[config.mk]
export PLATFORM = sky130hd
export DESIGN_NAME = alu4_byte_sequencer
export DESIGN_NICKNAME = d
export VERILOG_FILES = /design/src/rtl/alu4_pkg.sv /design/src/rtl/alu4_op_class.sv /design/src/rtl/alu4_byte_sequencer.sv
export SDC_FILE = /design/constraint.sdc
export NUM_CORES = 1
export LEC_CHECK = 0
export ABC_AREA = 1
export CAP_MARGIN = 25
export CORE_MARGIN = 3
export CORE_UTILIZATION = 46
export CTS_CLUSTER_SIZE = 16
export DETAILED_ROUTE_END_ITERATION = 16
export GPL_TIMING_DRIVEN = 0
export PLACE_DENSITY = 0.77
export SLEW_MARGIN = 10
export SYNTH_ARGS = -nofsm -noshare
export SYNTH_HDL_FRONTEND = slang
export SYNTH_SLANG_ARGS = --single-unit
[constraint.sdc]
create_clock -name clk -period 2.1 [get_ports clk]
set_input_delay 0.42 -clock clk [delete_from_list [all_inputs] [get_ports clk]]
set_output_delay 0.42 -clock clk [all_outputs]
set_load 0.05 [all_outputs]
[src/rtl/alu4_pkg.sv]
// Shared definitions for the 4-bit ALU core and its nibble-serial sequencer:
// opcode constants, op-class and FSM state enums.
package alu4_pkg;

    localparam logic [3:0] OP_ADD = 4'd4;
    localparam logic [3:0] OP_SUB = 4'd5;
    localparam logic [3:0] OP_ASR = 4'd11;
    localparam logic [3:0] OP_SHL = 4'd12;
    localparam logic [3:0] OP_SHR = 4'd13;
    localparam logic [3:0] OP_RCL = 4'd14;
    localparam logic [3:0] OP_RCR = 4'd15;

    // Second-step opcodes for the two-nibble shifts: rotate through carry
    localparam logic [3:0] CONT_SHL = OP_RCL;
    localparam logic [3:0] CONT_SHR = OP_RCR;

    typedef enum logic [1:0] {
        CLS_ADDC,
        CLS_SHL,
        CLS_SHR,
        CLS_INDEP
    } op_class_t;

    typedef enum logic [1:0] {
        IDLE,
        STEP1,
        STEP2
    } state_t;

endpackage

[src/rtl/alu4_op_class.sv]
// Opcode classifier: decides carry chaining, second-step opcode and nibble order.
module alu4_op_class
    import alu4_pkg::*;
(
    input  logic [3:0] op,
    output op_class_t  op_class,
    output logic [3:0] cont_op,
    output logic       high_first
);

    always_comb begin
        op_class   = CLS_INDEP;
        cont_op    = op;
        high_first = 1'b0;
        case (op)
            OP_ADD, OP_SUB: begin
                op_class = CLS_ADDC;
            end
            OP_SHL, OP_RCL: begin
                op_class = CLS_SHL;
                cont_op  = CONT_SHL;
            end
            OP_ASR, OP_SHR, OP_RCR: begin
                op_class   = CLS_SHR;
                cont_op    = CONT_SHR;
                high_first = 1'b1;
            end
            default: ;
        endcase
    end

endmodule

[src/rtl/alu4_byte_sequencer.sv]
// Nibble-serial initiator: runs one 8-bit operation on the 4-bit ALU core as
// two steps, chaining math or rotate carry, and assembles result and flags.
//
// state | meaning
// IDLE  | waiting for start, alu_* held at 0
// STEP1 | first nibble on the ALU, its result captured at the edge
// STEP2 | second nibble on the ALU, result/flags updated at the edge
module alu4_byte_sequencer
    import alu4_pkg::*;
(
    input  logic       clk,
    input  logic       rst,
    input  logic       start,
    input  logic [3:0] op,
    input  logic [7:0] a,
    input  logic [7:0] b,
    input  logic       carry_in,
    input  logic       rot_carry_in,
    output logic       busy,
    output logic       done,
    output logic [7:0] result,
    output logic       math_carry_out,
    output logic       rot_carry_out,
    output logic       overflow,
    output logic       zero,
    output logic [3:0] alu_op,
    output logic [3:0] alu_a,
    output logic [3:0] alu_b,
    output logic       alu_math_cin,
    output logic       alu_rot_cin,
    input  logic [3:0] alu_out,
    input  logic       alu_math_cout,
    input  logic       alu_rot_cout,
    input  logic       alu_overflow
);

    state_t     state, state_d;
    logic [3:0] op_q;
    logic [7:0] a_q, b_q;
    logic       cin_q, rcin_q;
    logic [3:0] nib1_q;
    logic       mc1_q, rc1_q, ov1_q;

    op_class_t  op_class;
    logic [3:0] cont_op;
    logic       high_first;

    alu4_op_class u_op_class (
        .op         (op_q),
        .op_class   (op_class),
        .cont_op    (cont_op),
        .high_first (high_first)
    );

    always_ff @(posedge clk) begin
        if (rst) state <= IDLE;
        else     state <= state_d;
    end

    always_comb begin
        state_d = state;
        case (state)
            IDLE:    if (start) state_d = STEP1;
            STEP1:   state_d = STEP2;
            STEP2:   state_d = IDLE;
            default: state_d = IDLE;
        endcase
    end

    always_comb begin
        busy         = 1'b0;
        alu_op       = 4'd0;
        alu_a        = 4'd0;
        alu_b        = 4'd0;
        alu_math_cin = 1'b0;
        alu_rot_cin  = 1'b0;
        case (state)
            STEP1: begin
                busy         = 1'b1;
                alu_op       = op_q;
                alu_a        = high_first ? a_q[7:4] : a_q[3:0];
                alu_b        = high_first ? b_q[7:4] : b_q[3:0];
                alu_math_cin = cin_q;
                alu_rot_cin  = rcin_q;
            end
            STEP2: begin
                busy         = 1'b1;
                alu_op       = cont_op;
                alu_a        = high_first ? a_q[3:0] : a_q[7:4];
                alu_b        = high_first ? b_q[3:0] : b_q[7:4];
                alu_math_cin = (op_class == CLS_ADDC) ? mc1_q : cin_q;
                alu_rot_cin  = (op_class == CLS_SHL || op_class == CLS_SHR) ? rc1_q : rcin_q;
            end
            default: ;
        endcase
    end

    // Operand latch, step-1 capture and result assembly
    always_ff @(posedge clk) begin
        if (rst) begin
            op_q           <= 4'd0;
            a_q            <= 8'd0;
            b_q            <= 8'd0;
            cin_q          <= 1'b0;
            rcin_q         <= 1'b0;
            nib1_q         <= 4'd0;
            mc1_q          <= 1'b0;
            rc1_q          <= 1'b0;
            ov1_q          <= 1'b0;
            done           <= 1'b0;
            result         <= 8'd0;
            math_carry_out <= 1'b0;
            rot_carry_out  <= 1'b0;
            overflow       <= 1'b0;
            zero           <= 1'b0;
        end else begin
            done <= (state == STEP2);
            if (state == IDLE && start) begin
                op_q   <= op;
                a_q    <= a;
                b_q    <= b;
                cin_q  <= carry_in;
                rcin_q <= rot_carry_in;
            end
            if (state == STEP1) begin
                nib1_q <= alu_out;
                mc1_q  <= alu_math_cout;
                rc1_q  <= alu_rot_cout;
                ov1_q  <= alu_overflow;
            end
            if (state == STEP2) begin
                result         <= high_first ? {nib1_q, alu_out} : {alu_out, nib1_q};
                math_carry_out <= high_first ? mc1_q : alu_math_cout;
                overflow       <= high_first ? ov1_q : alu_overflow;
                rot_carry_out  <= alu_rot_cout;
                zero           <= (nib1_q == 4'd0) && (alu_out == 4'd0);
            end
        end
    end

endmodule

**Word level (Yosys, flattened, before mapping)**

Cells that the tools add are included.
Widths: inputs -> output; s select.

- Multiplexer cells: 20
- Equality and inequality tests: 12
- Reduce and logical (&&, ||, !) cells: 11

Operators by type and width:

| kind | number |
|---|---|
| $pmux 4 s2 | 4 |
| $eq 4x4->1 const B | 5 |
| $mux 4 | 4 |
| $eq 4x3->1 const B | 2 |
| $logic_not 4->1 | 2 |
| $mux 8 | 1 |
| $mux 1 | 6 |
| $pmux 2 s3 | 1 |
| $reduce_or 2->1 | 3 |
| $eq 2x1->1 const B | 2 |
| $eq 2x2->1 const B | 2 |
| $logic_not 2->1 | 2 |
| $pmux 1 s2 | 2 |
| $pmux 2 s2 | 1 |
| $reduce_or 3->1 | 1 |
| $logic_and 1x1->1 | 2 |
| $mux 2 | 1 |
| $ne 2x2->1 const B | 1 |
| $logic_or 1x1->1 | 1 |

- Bits in registers: 44
- Output and inout bits: 28
- Word-level logic and storage cells: 59

**Depth between registers and ports, before layout**

- Word-level depth: 7
- Depth in mapped cells: 11
- Depth with buffers taken out: 9

**By module**

From an unflattened synthesis, not the netlist that was laid out.

- Cells, all modules: 318
- Area total of the unflattened synthesis: 2160.8 um^2

By module, submodules not included:

| module | seq. area each (um^2) | area each (um^2) | cells an instance | instances |
|---|---|---|---|---|
| alu4_byte_sequencer | 880.8 | 2095.8 | 304 | 1 |
| alu4_op_class | 0.0 | 65.1 | 14 | 1 |

**Worst setup path after synthesis**

Ideal clock, no wire load.

- Kind: reg-to-output
- From: register state[0]
- To: output port alu_op[3]
- Buffers on the path: 0
- Arrival: 2.233 ns
- Setup slack: -0.553 ns
- Cell stages (with the launch flop): 5
- Cell sequence: dfxtp_1 -> inv_1 -> ha_1 -> nand2_1 -> o21ai_0

- Cells in the longest elaborated chain, start to end: 2

RTL lines:

| element | line | source |
|---|---|---|
| from (decl) | alu4_byte_sequencer.sv:37 | `state_t state, state_d;` |
| from (signal assigned) | alu4_byte_sequencer.sv:57 | `else state <= state_d;` |
| $eq 2x2->1 / $eq 2x1->1 (equally long branches) | alu4_byte_sequencer.sv:77 | `case (state)` |
| $pmux 4 s2 * | alu4_byte_sequencer.sv:77 |  |
| to (decl) | alu4_byte_sequencer.sv:26 | `output logic [3:0] alu_op,` |

Mark *: on every way between the ends. The rest lies on a longest branch, timed or not.

**Worst setup path in the final report**

- From: register op_q[2]
- To: output port alu_math_cin

- Cells in the longest elaborated chain, start to end: 6

RTL lines:

| element | line | source |
|---|---|---|
| from (decl) | alu4_byte_sequencer.sv:38 | `logic [3:0] op_q;` |
| from (signal assigned) | alu4_byte_sequencer.sv:119 | `op_q <= op;` |
| $eq 4x4->1 / $eq 4x3->1 (equally long branches) | alu4_op_class.sv:15 | `case (op)` |
| $reduce_or 3->1 / $reduce_or 2->1 (equally long branches) | alu4_op_class.sv:15 |  |
| $pmux 2 s3 * | alu4_op_class.sv:15 |  |
| $logic_not 2->1 * | alu4_byte_sequencer.sv:91 | `alu_math_cin = (op_class == CLS_ADDC) ? mc1_q : cin_q;` |
| $mux 1 * | alu4_byte_sequencer.sv:91 |  |
| $pmux 1 s2 * | alu4_byte_sequencer.sv:77 |  |
| to (decl) | alu4_byte_sequencer.sv:29 | `output logic alu_math_cin,` |

Marked as above.

==> results by stage <==
Run status:
- The flow ran to the end, but the final reports show violations.
- The final reports fail on negative setup slack.

Power:
- In this run the power density over the cells is 858 nW/um^2.
- The design draws 3.01 mW.
- Of the total power, the share spent switching nets is 0.396.
- The internal power of the cells is 1.82 mW.
- The leakage component of the power is 1.37 nW.
- The clock share of power is 0.219.
- Of the total power, combinational logic draws 0.426.
- The analysis attributes to net switching a power of 1.19 mW.
- The worst vdd rail ir drop is 0.000473 V.
- The share of total power dissipated in sequential elements is 0.355.

Timing:
- The slew at the pin with the worst max-slew slack is 0.496 ns.
- The worst path in the final design needs a cycle of 2.34 ns, including I/O delays and setup.
- Setup violations remaining at the end of the flow were counted as 14.
- The final critical-path share of the clock period is 1.12.
- Once routing completed, OpenROAD measured the worst setup slack at -0.242 ns.
- The worst pin sits at a relative slew slack of 0.669.
- The maximum clock rate is 427 MHz.
- The final hold violation count is 0.
- The final worst clock skew is 0.00664 ns.
- Setup repair after global routing could not meet its margin everywhere.
- The count of pins over their slew limit is 0.

Critical path:
- The largest single stage delay on the critical path is 0.37 ns.
- The launching instance or port of the critical path is op_q[2].
- In this run the critical register-to-register path is captured at cin_q.
- The number of cells on the critical path is 12.
- Along the worst path, the maximum fanout reaches 3.
- At the worst endpoint, the required time is 1.68 ns.
- The signal on the critical path passes through nor2_4 -> nor2_4 -> buf_6 -> inv_8 -> buf_8 -> ha_4 -> nand2_2 -> nand2_1 -> nand2_1 -> nand3_2 -> a21oi_4 -> buf_6.
- For this design, the slowest cell found on the critical path is sky130_fd_sc_hd__dfxtp_2.
- STA classifies the critical path startpoint as a flip-flop.
- The number of cells on the worst reg-to-reg path is 7.
- The data arrival at the endpoint of the critical path is 1.92 ns.
- The endpoint class of the critical path is an output port.
- The worst reg2reg path startpoint is state[1].
- The cell family contributing the most delay on the critical path is simple AND/OR/NAND/NOR gates.
- The setup slack of the most critical reg-to-reg path is 0.39 ns.
- The number of buffer and inverter instances along the worst setup path is 4.
- By startpoint and endpoint, the worst setup path is classified as reg2out.
- In this run the worst setup path terminates at alu_math_cin.

Yosys:
- The sequential share of the synthesized area is 0.415.
- The post-synthesis cell area is 2120 um^2.
- The cell type with the largest total area after synthesis is sky130_fd_sc_hd__dfxtp_1.
- The proportion of netlist area held by the largest area contributor is 0.415.
- The Yosys warning count is 0.
- The instance count of the mapped netlist is 302.
- Ranked by total cell area, the synthesized netlist is headed by sky130_fd_sc_hd__dfxtp_1, sky130_fd_sc_hd__o21ai_0, sky130_fd_sc_hd__a21oi_1.
- The average size of a mapped cell is 7.03 um^2.
- The number of synthesized register bits is 44.
- The number of distinct library cell variants in the gate-level netlist after synthesis is 23.
- Counting every net in the synthesized netlist gives 339.

Clock tree:
- The count of clock tree sinks is 44.
- The later pin in the worst-skew pair is clocked with a latency of 0.31 ns.
- In this run, CTS created clock tree buffers numbering 5.
- The tree is rooted in a sky130_fd_sc_hd__clkbuf_8.
- The clock tree from TritonCTS is done.
- The number of hold buffers added after CTS is 0.
- The longest clock path from root to sink contains 2 buffers.
- After clock tree synthesis, the clock-pin slew on the worst setup and hold paths is 0.09 ns.
- The H-tree was split into 2 levels.

Detailed routing:
- The routed design uses 515 um of met3 wire.
- In the routed layout, each cell is associated on average with a via count of 5.58.
- The residual DRC count is 0.
- For this block, wires on met1 add up to 2970 um.
- The uppermost layer routed is met4.
- Across all layers, the routed design uses 2440 vias.
- The detail route stage leaves a number of antenna-violating nets equal to 0.
- After detailed routing, the average wire length per cell comes to 16.8 um.
- Before antenna repair, the detailed router went through 5 iterations.
- The final wirelength is 7340 um.
- The detailed router finished its first iteration with 226 violations.
- The met2 wire length is 3580 um.

Hold path:
- The path category of the worst min-delay check is reg2reg.

Final layout:
- The number of diodes is 0.
- The final layout contains 421 nets.
- The fraction of layout cells with a size suffix above 1 is 0.306.
- In the layout the commonest cells are sky130_fd_sc_hd__clkdlybuf4s50_1, sky130_fd_sc_hd__nor2_1, sky130_fd_sc_hd__dfxtp_1, sky130_fd_sc_hd__o21ai_0, sky130_fd_sc_hd__nand2_1.
- Once layout is done, the placed cells without fillers occupy 3510 um^2.
- The layout has 275 filler cells.
- The share of the core filled with cells is 0.795.
- The leading cell type in the layout, fill and taps excluded is sky130_fd_sc_hd__clkdlybuf4s50_1.
- Compared with the post-synthesis result, the final layout area differs by 65.1%.

Place:
- The instance area at placement is 2920 um^2.
- The count of buffers inserted at the top-level ports is 59.
- At the end of routability-driven placement, the weighted congestion stood at 0.847.
- The wire-length estimate of the detail-placed layout is 4370 um.

Die:
- The floorplan step defined a die boundary enclosing 5470 um^2.
- The floorplan step set the die width to 74.0 um.
- The number of top-level pins is 60.
- For this configuration, the core starts out at a cell density of 0.481.
- The total number of placement rows is 24.
- From bottom edge to top edge, the die measures 74.0 um.
- The placeable core region is 4410 um^2.

Global routing:
- The first global-routing pass estimated 10600 um of wire.
- The via count of the first global-routing pass came to 2273.
- Entering global routing, the biggest net connects 14 pins.
- The initial antenna violation count came to 0.
- The global router's overall resource usage is 0.252.
- The total global routing overflow is 0.

Job:
- The count of max-cap constraint violations is 0.
## how the worst min path moves through the flow
stage | depth (start not counted) | startpoint | slack, ns | to
final | 2 | mc1_q | 0.48 | mc1_q
after detailed placement | 2 | result[7] | 0.47 | result[7]
after CTS | 2 | cin_q | 0.48 | cin_q
after global placement | 2 | result[4] | 0.46 | result[4]
after global routing | 2 | mc1_q | 0.51 | mc1_q
after floorplan | 2 | cin_q | 0.44 | cin_q
## power groups by stage
stage / sequential [mW] / combinational (mW) / clock [mW]
finish: 1.07 / 1.28 / 0.658
global route: 1.08 / 1.36 / 0.684
CTS: 1.05 / 1.17 / 0.649
detailed placement: 1.06 / 0.983 / 0
global placement: 1.06 / 0.966 / 0
floorplan: 1.17 / 0.565 / 0
## layer usage
layer | vias up | GRT usage
met3 | 28 | 0.0581
met5 | - | 0
met4 | 0 | 0.125
met1 | 1126 | 0.308
met2 | 118 | 0.414
li1 | 1168 | -
## flip-flops by register name, indices dropped and copies added (netlist names)
register and flops:
math_carry_out 1, rcin_q 1, result 8, a_q 8
op_q 4, mc1_q 1, done 1, state 2
rc1_q 1, b_q 8, zero 1, rot_carry_out 1
overflow 1, ov1_q 1, nib1_q 4, cin_q 1
## timing repair
action | 4_1_cts | 5_1_grt
setup buffers | 12 | 3
pin swaps | 12 | 10
resized for setup | 154 | 46
endpoints found under the setup margin | 15 | 15
cloned | 2 | 0
## worst reg2reg max path, stage by stage, from the launching register on
cell,delay [ns]
sky130_fd_sc_hd__dfxtp_2,0.36
sky130_fd_sc_hd__inv_2,0.06
sky130_fd_sc_hd__buf_6,0.12
sky130_fd_sc_hd__ha_4,0.15
sky130_fd_sc_hd__nand2_1,0.18
sky130_fd_sc_hd__clkbuf_1,0.42
sky130_fd_sc_hd__o21ai_0,0.20
sky130_fd_sc_hd__a21oi_1,0.15
## cells in the mapped netlist, drive strengths merged
master  number
nand3b       1
clkinv       1
inv         32
dfxtp       44
o21ai       51
nand3       15
nand2       34
buf          7
o211ai      10
nor2        43
nor4         2
clkbuf      13
ha           5
a21oi       44
## cell families (layout without fill, tap and decap cells)
group,after synthesis,in the layout,share of synthesized area
DFF,44,44,0.415
adders and majority gates,5,5,0.0294
and+or+nand+nor,95,95,0.182
buffers and inverters,53,136,0.106
AOI/OAI and AO/OA,105,105,0.268
## layout make-up
class,count,area (um^2),area share
plain buffers,19,155,0.0442
clock buffers,6,72.6,0.0207
clock inverters,2,35.0,0.00999
inverters,33,140,0.0400
multi-input cells,205,1380,0.393
flip-flops and latches,44,893,0.255
well taps,52,65.1,0.0186
repair buffers,76,767,0.219
## per-stage QoR
step | TNS [ns] | setup slack [ns] | hold WS (ns) | instances
4_1_cts | -1.40 | -0.154 | 0.484 | 435
6_report | -1.66 | -0.242 | 0.482 | 437
5_1_grt | -2.45 | -0.318 | 0.513 | 437
3_5_place_dp | -10.15 | -0.812 | 0.471 | 413
2_1_floorplan | -0.0680 | -0.0680 | 0.444 | 302
3_3_place_gp | -9.64 | -0.784 | 0.460 | 413
No activity file was read; power rests on OpenSTA's default activity.
